File: config.mk
export PLATFORM = sky130hd
export DESIGN_NAME = pcs_tx_sched_flat
export DESIGN_NICKNAME = d
export VERILOG_FILES = /design/src/rtl/pcs_pkg.sv /design/src/rtl/pcs_tx_sched_if.sv /design/src/rtl/gb_seq_cnt.sv /design/src/rtl/pcs_tx_sched.sv /design/src/flat_wrapper.sv
export SDC_FILE = /design/constraint.sdc
export NUM_CORES = 1
export LEC_CHECK = 0
export ABC_AREA = 1
export CORE_MARGIN = 3
export CORE_UTILIZATION = 45
export CTS_CLUSTER_SIZE = 28
export DETAILED_ROUTE_END_ITERATION = 8
export PLACE_DENSITY = 0.82
export SYNTH_ARGS = -nofsm -noshare
export SYNTH_HDL_FRONTEND = slang
export SYNTH_SLANG_ARGS = --single-unit
File: constraint.sdc
create_clock -name clk -period 3.01 [get_ports clk]
set_input_delay 0.7525 -clock clk [delete_from_list [all_inputs] [get_ports clk]]
set_output_delay 0.7525 -clock clk [all_outputs]
set_load 0.01 [all_outputs]
File: src/rtl/pcs_pkg.sv
// pcs_pkg: shared PCS TX constants and scheduler state type
package pcs_pkg;
  localparam int DATA_W = 64;
  localparam int HEAD_W = 2;
  localparam int SEQ_MAX = DATA_W / HEAD_W;
  localparam int SEQ_W = $clog2(SEQ_MAX + 1);
  localparam int AM_INTERVAL_40G = 16383;
  typedef enum logic {IDLE, RUN} sched_state_e;
endpackage

File: src/rtl/pcs_tx_sched_if.sv
// pcs_tx_sched_if: scheduler enable in, slot timing and debug counters out
interface pcs_tx_sched_if #(
  parameter int SEQ_W = 6,
  parameter int AM_CNT_W = 14
);
  logic en_i;
  logic [SEQ_W-1:0] seq_o;
  logic gb_full_o;
  logic am_v_o;
  logic scram_v_o;
  logic ready_o;
  logic [AM_CNT_W-1:0] blk_cnt_o;
  modport master (
    input en_i,
    output seq_o, gb_full_o, am_v_o, scram_v_o, ready_o, blk_cnt_o
  );
  modport slave (
    output en_i,
    input seq_o, gb_full_o, am_v_o, scram_v_o, ready_o, blk_cnt_o
  );
endinterface

File: src/rtl/gb_seq_cnt.sv
// gb_seq_cnt: gearbox sequence counter wrapping 0..SEQ_MAX with full flag
module gb_seq_cnt #(
  parameter int SEQ_W = 6,
  parameter int SEQ_MAX = 32
) (
  input  logic             clk,
  input  logic             nreset,
  input  logic             en,
  input  logic             clr,
  output logic [SEQ_W-1:0] seq,
  output logic             full
);
  assign full = seq == SEQ_W'(SEQ_MAX);
  always_ff @(posedge clk or negedge nreset) begin
    if (!nreset) seq <= '0;
    else if (clr) seq <= '0;
    else if (en) seq <= full ? '0 : seq + 1'b1;
  end
endmodule

File: src/rtl/pcs_tx_sched.sv
// pcs_tx_sched: PCS TX slot scheduler driving MAC ready, scrambler advance and AM insertion
module pcs_tx_sched #(
  parameter bit IS_10G = 1'b0,
  parameter int DATA_W = 64,
  parameter int HEAD_W = 2,
  parameter int SEQ_W = $clog2(DATA_W / HEAD_W + 1),
  parameter int SEQ_MAX = DATA_W / HEAD_W,
  parameter int AM_INTERVAL = pcs_pkg::AM_INTERVAL_40G,
  parameter int AM_CNT_W = $clog2(AM_INTERVAL)
) (
  input logic clk,
  input logic nreset,
  pcs_tx_sched_if.master sch
);
  import pcs_pkg::*;
  sched_state_e state_q;
  logic in_run, go, full, am_pend, data_slot;
  logic [SEQ_W-1:0] seq;
  logic [AM_CNT_W-1:0] blk_q;
  assign in_run = state_q == RUN;
  assign go = in_run & sch.en_i;
  gb_seq_cnt #(.SEQ_W(SEQ_W), .SEQ_MAX(SEQ_MAX)) u_seq (
    .clk(clk),
    .nreset(nreset),
    .en(in_run),
    .clr(!go),
    .seq(seq),
    .full(full)
  );
  assign data_slot = in_run & ~full & ~am_pend;
  assign sch.seq_o = seq;
  assign sch.gb_full_o = in_run & full;
  assign sch.am_v_o = !IS_10G & in_run & ~full & am_pend;
  assign sch.scram_v_o = data_slot;
  assign sch.ready_o = data_slot;
  assign sch.blk_cnt_o = blk_q;
  // a pending marker survives full cycles and lands in the next non-full slot
  always_ff @(posedge clk or negedge nreset) begin
    if (!nreset) begin
      state_q <= IDLE;
      am_pend <= 1'b0;
      blk_q <= '0;
    end else begin
      state_q <= sch.en_i ? RUN : IDLE;
      if (!go) begin
        am_pend <= !IS_10G && !in_run && sch.en_i;
        blk_q <= '0;
      end else if (!full) begin
        if (am_pend) am_pend <= 1'b0;
        else if (blk_q == AM_CNT_W'(AM_INTERVAL - 1)) begin
          blk_q <= '0;
          am_pend <= !IS_10G;
        end else blk_q <= blk_q + 1'b1;
      end
    end
  end
endmodule

File: src/flat_wrapper.sv
// flat-port wrapper written by rule: the top's interface ports become plain ports
module pcs_tx_sched_flat import pcs_pkg::*;
#(
  parameter bit IS_10G = 1'b0,
  parameter int DATA_W = 64,
  parameter int HEAD_W = 2,
  parameter int SEQ_W = $clog2(DATA_W / HEAD_W + 1),
  parameter int SEQ_MAX = DATA_W / HEAD_W,
  parameter int AM_INTERVAL = pcs_pkg::AM_INTERVAL_40G,
  parameter int AM_CNT_W = $clog2(AM_INTERVAL)
)
  (clk, nreset, sch_en_i, sch_seq_o, sch_gb_full_o, sch_am_v_o, sch_scram_v_o, sch_ready_o, sch_blk_cnt_o);
  pcs_tx_sched_if #(.SEQ_W(SEQ_W), .AM_CNT_W(AM_CNT_W)) sch_i ();
  input logic clk;
  input logic nreset;
  input wire logic [$bits(sch_i.en_i)-1:0] sch_en_i;
  output wire logic [$bits(sch_i.seq_o)-1:0] sch_seq_o;
  output wire logic [$bits(sch_i.gb_full_o)-1:0] sch_gb_full_o;
  output wire logic [$bits(sch_i.am_v_o)-1:0] sch_am_v_o;
  output wire logic [$bits(sch_i.scram_v_o)-1:0] sch_scram_v_o;
  output wire logic [$bits(sch_i.ready_o)-1:0] sch_ready_o;
  output wire logic [$bits(sch_i.blk_cnt_o)-1:0] sch_blk_cnt_o;
  assign sch_i.en_i = sch_en_i;
  assign sch_seq_o = sch_i.seq_o;
  assign sch_gb_full_o = sch_i.gb_full_o;
  assign sch_am_v_o = sch_i.am_v_o;
  assign sch_scram_v_o = sch_i.scram_v_o;
  assign sch_ready_o = sch_i.ready_o;
  assign sch_blk_cnt_o = sch_i.blk_cnt_o;
  pcs_tx_sched #(.IS_10G(IS_10G), .DATA_W(DATA_W), .HEAD_W(HEAD_W), .SEQ_W(SEQ_W), .SEQ_MAX(SEQ_MAX), .AM_INTERVAL(AM_INTERVAL), .AM_CNT_W(AM_CNT_W)) u_core (.clk(clk), .nreset(nreset), .sch(sch_i));
endmodule
### Yosys cells after proc, flatten, opt, wreduce, memory -nomap -nowiden

Cells that the tools add are included.

| word-level totals | value |
|---|---|
| flip-flop bits (word level) | 22 |
| output and inout bits | 24 |
| logic and storage cells | 33 |

| cells by class | value |
|---|---|
| $add $sub $neg | 2 |
| equal/unequal tests | 5 |
| multiplexer cells | 12 |
| bitwise logic cells | 7 |
| reduce and logical (&&, ||, !) cells | 3 |

Operators by type and width:

| operator | number |
|---|---|
| 14-bit two-way mux | 4 |
| 6-bit two-way mux | 3 |
| 14-bit by 1-bit adder with 14-bit output, second input constant | 1 |
| 14-bit == test, second input constant | 1 |
| 6-bit by 1-bit adder with 6-bit output, second input constant | 1 |
| 6-bit == test, second input constant | 1 |
| 1-bit AND | 5 |
| 1-bit two-way mux | 5 |
| 2-bit != test, second input constant | 2 |
| 2-bit by 1-bit != test with 1-bit output, second input constant | 1 |
| 1-bit NOT | 2 |
| 2-bit AND reduction | 1 |
| 1-bit logical AND | 1 |
| 1-bit logical NOT | 1 |

### Depth between registers and ports, before layout

Gate-level depths: netlist (run 1).

| depth | value |
|---|---|
| depth in word-level cells | 5 |
| depth in mapped cells | 10 |

### Cells and area by module

From an unflattened synthesis (run 1), not the netlist that was laid out.

| unflattened totals | value |
|---|---|
| cells, all modules | 182 |
| area, all modules | 1,395.1 µm² |

Modules (own cells, without submodules):

| module | times used | cells each | area each (µm²) |
|---|---|---|---|
| pcs_tx_sched | 1 | 129 | 1,004.7 |
| gb_seq_cnt | 1 | 53 | 390.4 |

### Least setup slack after synthesis (run 1)

OpenSTA, ideal clock, no wires.

| path | value |
|---|---|
| path type | reg-to-output |
| from | register u_core.u_seq.seq[0] |
| to | output sch_scram_v_o |
| data arrival time | 1.359 ns |
| path slack | 0.899 ns |
| cell stages (with the launch flop) | 9 |
| cell sequence | dfrtp_1 inv_1 ha_1 nand3_2 nor2_4 nor2_4 inv_1 nor2_1 buf_4 |

| between the ends | value |
|---|---|
| longest elaborated chain between the ends | 4 |

Ends and longest elaborated chain:

| what | RTL line | text |
|---|---|---|
| start, declared | gb_seq_cnt.sv:10 | `output logic [SEQ_W-1:0] seq,` |
| start signal, assigned | gb_seq_cnt.sv:17 | `else if (en) seq <= full ? '0 : seq + 1'b1;` |
| 6-bit == test | gb_seq_cnt.sv:13 | `assign full = seq == SEQ_W'(SEQ_MAX);` |
| 1-bit NOT | pcs_tx_sched.sv:30 | `assign data_slot = in_run & ~full & ~am_pend;` |
| 1-bit AND (2 in series) | pcs_tx_sched.sv:30 |  |
| end, declared | flat_wrapper.sv:20 | `output wire logic [$bits(sch_i.scram_v_o)-1:0] sch_scram_v_o;` |

Every way passes these cells.

### Worst setup path in the final report (run 1)

Same ends and word-level chain as after synthesis.

==> key figures, run 1 <==
Timing
  • Slew of the pin with the lowest slew margin: 352 ps
  • Unrepaired setup endpoints after global routing: no
  • Total negative slack: 0 ps
  • Final hold viol count: 0
  • Slew Limit Fails: 0
  • Slew margin rel.: about 76%
  • Setup violators final: 0
  • Setup Skew: about 9.9 ps
  • Final worst setup slack: around 230 ps
  • Part of the cycle the worst path needs: 92.2%
  • Fin crit period: approximately 2800 ps
  • Fmax: between 300 and 400 MHz

Floorplan
  • I/O pin count: 27
  • Initial Utilization: 47.8%
  • Rows: 20
  • DIE AREA: 0.00399 sq mm
  • Horiz. Die Dim: about 63 microns
  • CORE AREA: roughly 0.0031 sq mm
  • Die height: 63.2 microns

Clock network
  • Clock Latency Late Sink: 320 ps
  • H-Tree Level Count: 1
  • Clock root buffer: clkbuf_4
  • Clock Sinks: 22
  • Cts repair resizes: 0
  • Cts hold-fix bufs: 0
  • Clock Pin Slew Worst Setup and Hold Paths: about 120 ps
  • CTS tree: built
  • Postcts setup bufs: 0
  • Clk buf depth: 2
  • CTS Buf Count: 3

Placement
  • Final HPWL DP: 2.36 mm
  • Worst slack, placed: 566 ps
  • DP Area: approximately 0.0018 sq mm
  • Port bufs: 26
  • Placer congestion estimate: roughly 0.9

Cells and area
  • Share of cells above drive strength 1: 9.83%
  • Layout net count: ~240
  • Fin area: between 0.0015 and 0.002 sq mm
  • Syn-to-layout area delta: 22.3%
  • Antenna diodes: 0
  • Filler instances: 287
  • Post-layout util: about three fifths

Setup path
  • Endpoint type of the worst setup path: primary output
  • Req. time, crit path: between 2000 and 2500 ps
  • CP peak stage delay: 550 ps
  • CP Class: reg -> out
  • Top delay family on crit path: buffers and inverters
  • CP Cell Sequence: inv_1 > ha_1 > nand3_2 > nor2_4 > nor2_4 > inv_1 > nor2_1 > clkdlybuf4s50_1
  • Crit path buffers/inverters: 3
  • Startpoint types: flip-flop
  • Largest fanout on the critical path: 5
  • Critical Path AT: 2020 ps
  • CP max-delay cell: clkdlybuf4s50_1

Global routing
  • GRT overflow: 0
  • Global-route wire length before repair: between 5 and 6 mm
  • Initial antenna violation count: 0
  • GRT Total Usage: 16.9%
  • Pin count of the biggest net entering global routing: 23
  • Vias in the first global route: between 1000 and 1500

Synthesis
  • Synth area leaders: dfrtp_1, nand2_1, inv_1
  • Post-Synthesis Cells: approximately 210
  • Synth warn: 0
  • Synth area leader: dfrtp_1
  • Post-synthesis area per instance: 7.11 sq um
  • Count of state elements after synthesis: 22
  • Yosys top cell area share: 37.4%
  • Post-synth cell types: 24
  • Synthesized area: 0.00147 sq mm
  • Synth Net Count: 215
  • Register area share after synthesis: a little under two fifths

Pwr
  • Maximum vdd drop: 0.183 mV
  • Lkg Pwr: 0.000877 uW
  • Cell area power density: 290 mW/mm^2
  • Total power: about 520 uW

Routing
  • Via/cell ratio: 4.77
  • Initial DRC Count: 71
  • Routed len/inst: 11.3 microns
  • DRC viols: 0
  • Vias post-DR: about 1300
  • Routed WL: approximately 3.1 mm
  • Final antenna-violating net count: 0
  • Drt first pass iters: 4

Status
  • Outcome: complete, no violations

Flow run
  • Max Cap Violations: 0

Worst hold path
  • Hold Crit Class: reg -> reg
worst paths after layout:
check                      slack (ps)                        to  cells past startpoint                 from
setup reg to reg                 1400   u_core.sch.blk_cnt_o[5]                     10  u_core.u_seq.seq[0]
hold / removal                    520       u_core.u_seq.seq[0]                      1  u_core.u_seq.seq[0]
setup / recovery                  230             sch_scram_v_o                      8  u_core.u_seq.seq[0]
max in group asynchronous        2020       u_core.u_seq.seq[3]                      2               nreset
hold reg to reg                   520       u_core.u_seq.seq[0]                      1  u_core.u_seq.seq[0]
min in group asynchronous         760  u_core.sch.blk_cnt_o[13]                      2               nreset
cell usage after synthesis, drive strengths merged:
library cell,instances
o21ai,6
nor3,3
nand3,26
nand4,7
ha,5
xnor2,1
inv,34
a21oi,1
dfrtp,22
buf,4
nor2,22
nand2,72
xor2,3
nor3b,1
placed cells by master, fill, tap and decap left out, drive strengths merged:
cell           count
xnor2              1
buf                1
ha                 5
xor2               3
clkbuf             4
o21ai              6
a21oi              1
inv               34
nor3b              1
nand4              7
nor3               3
nand3             26
nand2             72
nor2              22
clkdlybuf4s50     26
dfrtp             22
kinds of logic (layout without fill, tap and decap cells):
| family | count (synthesis) | count (layout) | share of synthesized area [%] |
|---|---|---|---|
| adder cells (fa/ha/maj) | 5 | 5 | 4.25 |
| buffers and inverters | 38 | 65 | 10.8 |
| flip-flops | 22 | 22 | 37.4 |
| XOR/XNOR | 4 | 4 | 2.38 |
| AO/OA/AOI/OAI | 7 | 7 | 2.89 |
| AND/OR/NAND/NOR | 131 | 131 | 42.3 |
final cells by class:
| class | instances | area, sq um | share of cell area (%) |
|---|---|---|---|
| repair buffers | 27 | 268 | 14.9 |
| multi-input cells | 147 | 762 | 42.4 |
| flip-flops and latches | 22 | 551 | 30.6 |
| inverters | 34 | 128 | 7.09 |
| well taps | 44 | 55.1 | 3.06 |
| clock buffers | 4 | 36.3 | 2.02 |
power by group:
group	total, uW	internal, uW	switching, uW
Clock	170	74.0	95.8
Combinational	46.7	18.8	27.8
Sequential	305	299	5.47
worst register-to-register path, stage by stage, from the launching register on:
cell,delay [ps]
dfrtp_1,440
inv_1,70
ha_1,150
nand3_2,90
nor2_4,190
nand2_4,100
nand2_2,210
inv_1,140
nand2_1,80
nand2_1,50
inv_1,40
registers in the layout, summed over array words and instances, names as in the netlist:
signal and flops:
u_core.sch.blk_cnt_o 14, u_core.in_run 1, u_core.am_pend 1, u_core.u_seq.seq 6
layer usage:
layer / track usage (%) / vias to the layer above / share of wire (%)
met5: 0 / - / 0
met4: 6.47 / 0 / 1.7
met3: 2.14 / 5 / 4.8
met2: 28.7 / 32 / 48
met1: 21.9 / 587 / 46
li1: - / 701 / -
metrics by stage:
| stage | hold WS [ps] | instances |
|---|---|---|
| floorplan | 457 | 207 |
| global placement | 488 | 274 |
| detailed placement | 508 | 274 |
| CTS | 524 | 278 |
| global route | 562 | 278 |
| finish | 517 | 278 |
No activity file was read; power rests on OpenSTA's default activity.
==> run 2: changes to the inputs <==
--- a/config.mk
+++ b/config.mk
@@ -11,6 +11,7 @@
 export CTS_CLUSTER_SIZE = 28
 export DETAILED_ROUTE_END_ITERATION = 8
 export PLACE_DENSITY = 0.82
+export SETUP_SLACK_MARGIN = 0.3
 export SYNTH_ARGS = -nofsm -noshare
 export SYNTH_HDL_FRONTEND = slang
 export SYNTH_SLANG_ARGS = --single-unit
==> run 2 against run 1 <==
Net effect: utilization is 0.89 points higher; non-clock buffer count is 4 higher; final area increased by 1.5%; setup slack improved by 180 ps; via count up 0.83%; first-iteration DRC count rose by 8.5%; cell count up 1.4%; maximum frequency rose by 7.0%; sequential cell count did not move; worst hold slack improved by 48 ps; highest routed layer unchanged.
==> key figures, run 2 (synthesis results as in run 1) <==
Status
  • Outcome: complete, no violations

Cells and area
  • Syn-to-layout area delta: 24.1%
  • Post-route insts no fill: 282
  • Layout net count: 247
  • Most common cell after layout, fill and taps aside: nand2_1
  • Share of cells above drive strength 1: roughly 11%
  • Filler instances: roughly 280
  • Post-layout util: 59.3%
  • Most frequent cells in the layout: nand2_1, inv_1, clkdlybuf4s50_1
  • Largest register FFs: 14
  • Fin area: ~0.0018 sq mm
  • Antenna diodes: 0

Floorplan
  • Die height: 63.2 microns
  • CORE AREA: 0.00308 sq mm
  • Horiz. Die Dim: 63.2 microns
  • I/O pin count: 27
  • Initial Utilization: 47.8%
  • Rows: 20
  • DIE AREA: between 0.003 and 0.004 sq mm

Global routing
  • GRT overflow: 0
  • Global-route wire length before repair: approximately 5.5 mm
  • Pin count of the biggest net entering global routing: 23
  • Vias in the first global route: 1209
  • GRT Total Usage: 17.3%
  • Initial antenna violation count: 0

Routing
  • Final antenna-violating net count: 0
  • Vias post-DR: roughly 1300
  • Initial DRC Count: 77
  • Drt first pass iters: 4
  • Routed WL: 3.23 mm
  • Via/cell ratio: around 4.7
  • DRC viols: 0
  • Routed len/inst: 11.5 microns

Clock network
  • Clock root buffer: clkbuf_4
  • Clock Pin Slew Worst Setup and Hold Paths: 120 ps
  • Clock Sinks: 22
  • H-Tree Level Count: 1
  • Clock Latency Late Sink: 320 ps
  • Cts hold-fix bufs: 0
  • CTS tree: built
  • CTS Buf Count: 3
  • Clk buf depth: 2

Pwr
  • Part of the power in registers: approximately three fifths
  • Lkg Pwr: 0.000901 uW
  • Pint: 392 uW
  • Cell area power density: 286 mW/mm^2
  • Maximum vdd drop: 0.187 mV
  • Comb power frac: 9.2%
  • Reported net switching power: approximately 130 uW
  • Clock share of power: ~33%
  • Net Sw Frac: between 20 and 25%

Setup path
  • Endpoint type of the worst setup path: primary output
  • CP Class: reg -> out
  • Worst reg2reg path depth: 11
  • Critical Path AT: 1840 ps
  • Req. time, crit path: 2260 ps
  • Largest fanout on the critical path: 4
  • Startpoint types: flip-flop

Timing
  • Total negative slack: 0 ps
  • Final hold slack: ~560 ps
  • Fmax: 386 MHz
  • Slew of the pin with the lowest slew margin: ~330 ps
  • Part of the cycle the worst path needs: 86.2%
  • Setup violators final: 0
  • Final hold viol count: 0
  • Setup Skew: 9.41 ps
  • Slew Limit Fails: 0
  • Fin crit period: roughly 2600 ps
  • Slew margin rel.: 78.2%
  • Unrepaired setup endpoints after global routing: no

Placement
  • Placer congestion estimate: 0.879
  • DP Area: 0.00176 sq mm
  • Port bufs: 26
  • Final HPWL DP: 2.36 mm
  • Inst Count DP: between 200 and 300

Worst hold path
  • Hold Crit Class: reg -> reg
  • Hold-critical path depth: 2

Flow run
  • Max Cap Violations: 0
[run 2: changes by cell type in the layout (fill, tap and decap cells not counted), sizes merged]
| cell | change |
|---|---|
| dlygate4sd2 | +2 |
| buf | +4 |
| clkdlybuf4s50 | -2 |
[run 2: worst max-delay path, stage by stage, from the launching register on]
cell	delay, ps
dfrtp_1	410
inv_1	60
ha_1	150
nand3_2	90
nor2_4	140
inv_1	60
nor2_1	80
clkdlybuf4s50_1	540
[run 2: final cells by class]
class,instances,area (sq um),area share [%]
multi-input cells,147,762,41.7
flip-flops and latches,22,551,30.1
repair buffers,31,295,16.2
inverters,34,128,6.99
well taps,44,55.1,3.01
clock buffers,4,36.3,1.99
[run 2: metal layers]
metal / up-vias / GRT usage (%) / share of wire, % / routed length (microns)
met5: - / 0 / 0 / 0
met4: 0 / 7.28 / 2.1 / 68
met3: 7 / 2.14 / 3.6 / 116
met2: 26 / 29.4 / 49 / 1580
met1: 597 / 22.1 / 45 / 1470
li1: 706 / - / - / -
[run 2: timing repair]
item / 4_1_cts / 5_1_grt
gates resized for setup: 2 / 0
endpoints found under the setup margin: 3 / 1
setup buffers: 2 / 2
pin swaps: 0 / 1
[run 2: power by group through the flow]
stage | combinational [uW] | sequential (uW) | clock (uW)
global route | 54.1 | 305 | 186
finish | 47.9 | 304 | 171
floorplan | 24.9 | 311 | 0
detailed placement | 47.4 | 311 | 0
CTS | 48.9 | 304 | 173
global placement | 47.0 | 310 | 0
[run 2: worst paths after layout]
kind                                            end           startpoint  slack, ps
max                                   sch_gb_full_o  u_core.u_seq.seq[0]        420
min                             u_core.u_seq.seq[0]  u_core.u_seq.seq[0]        560
max reg2reg                 u_core.sch.blk_cnt_o[7]  u_core.u_seq.seq[0]       1400
min reg2reg                     u_core.u_seq.seq[0]  u_core.u_seq.seq[0]        560
max in group asynchronous       u_core.u_seq.seq[1]               nreset       2020
min in group asynchronous  u_core.sch.blk_cnt_o[13]               nreset        760
[run 2: stage by stage]
step | power, uW | worst slack [ps]
after floorplan | 336 | 899
after global placement | 357 | 634
after detailed placement | 358 | 566
after CTS | 526 | 335
after global routing | 545 | 299
final | 523 | 416
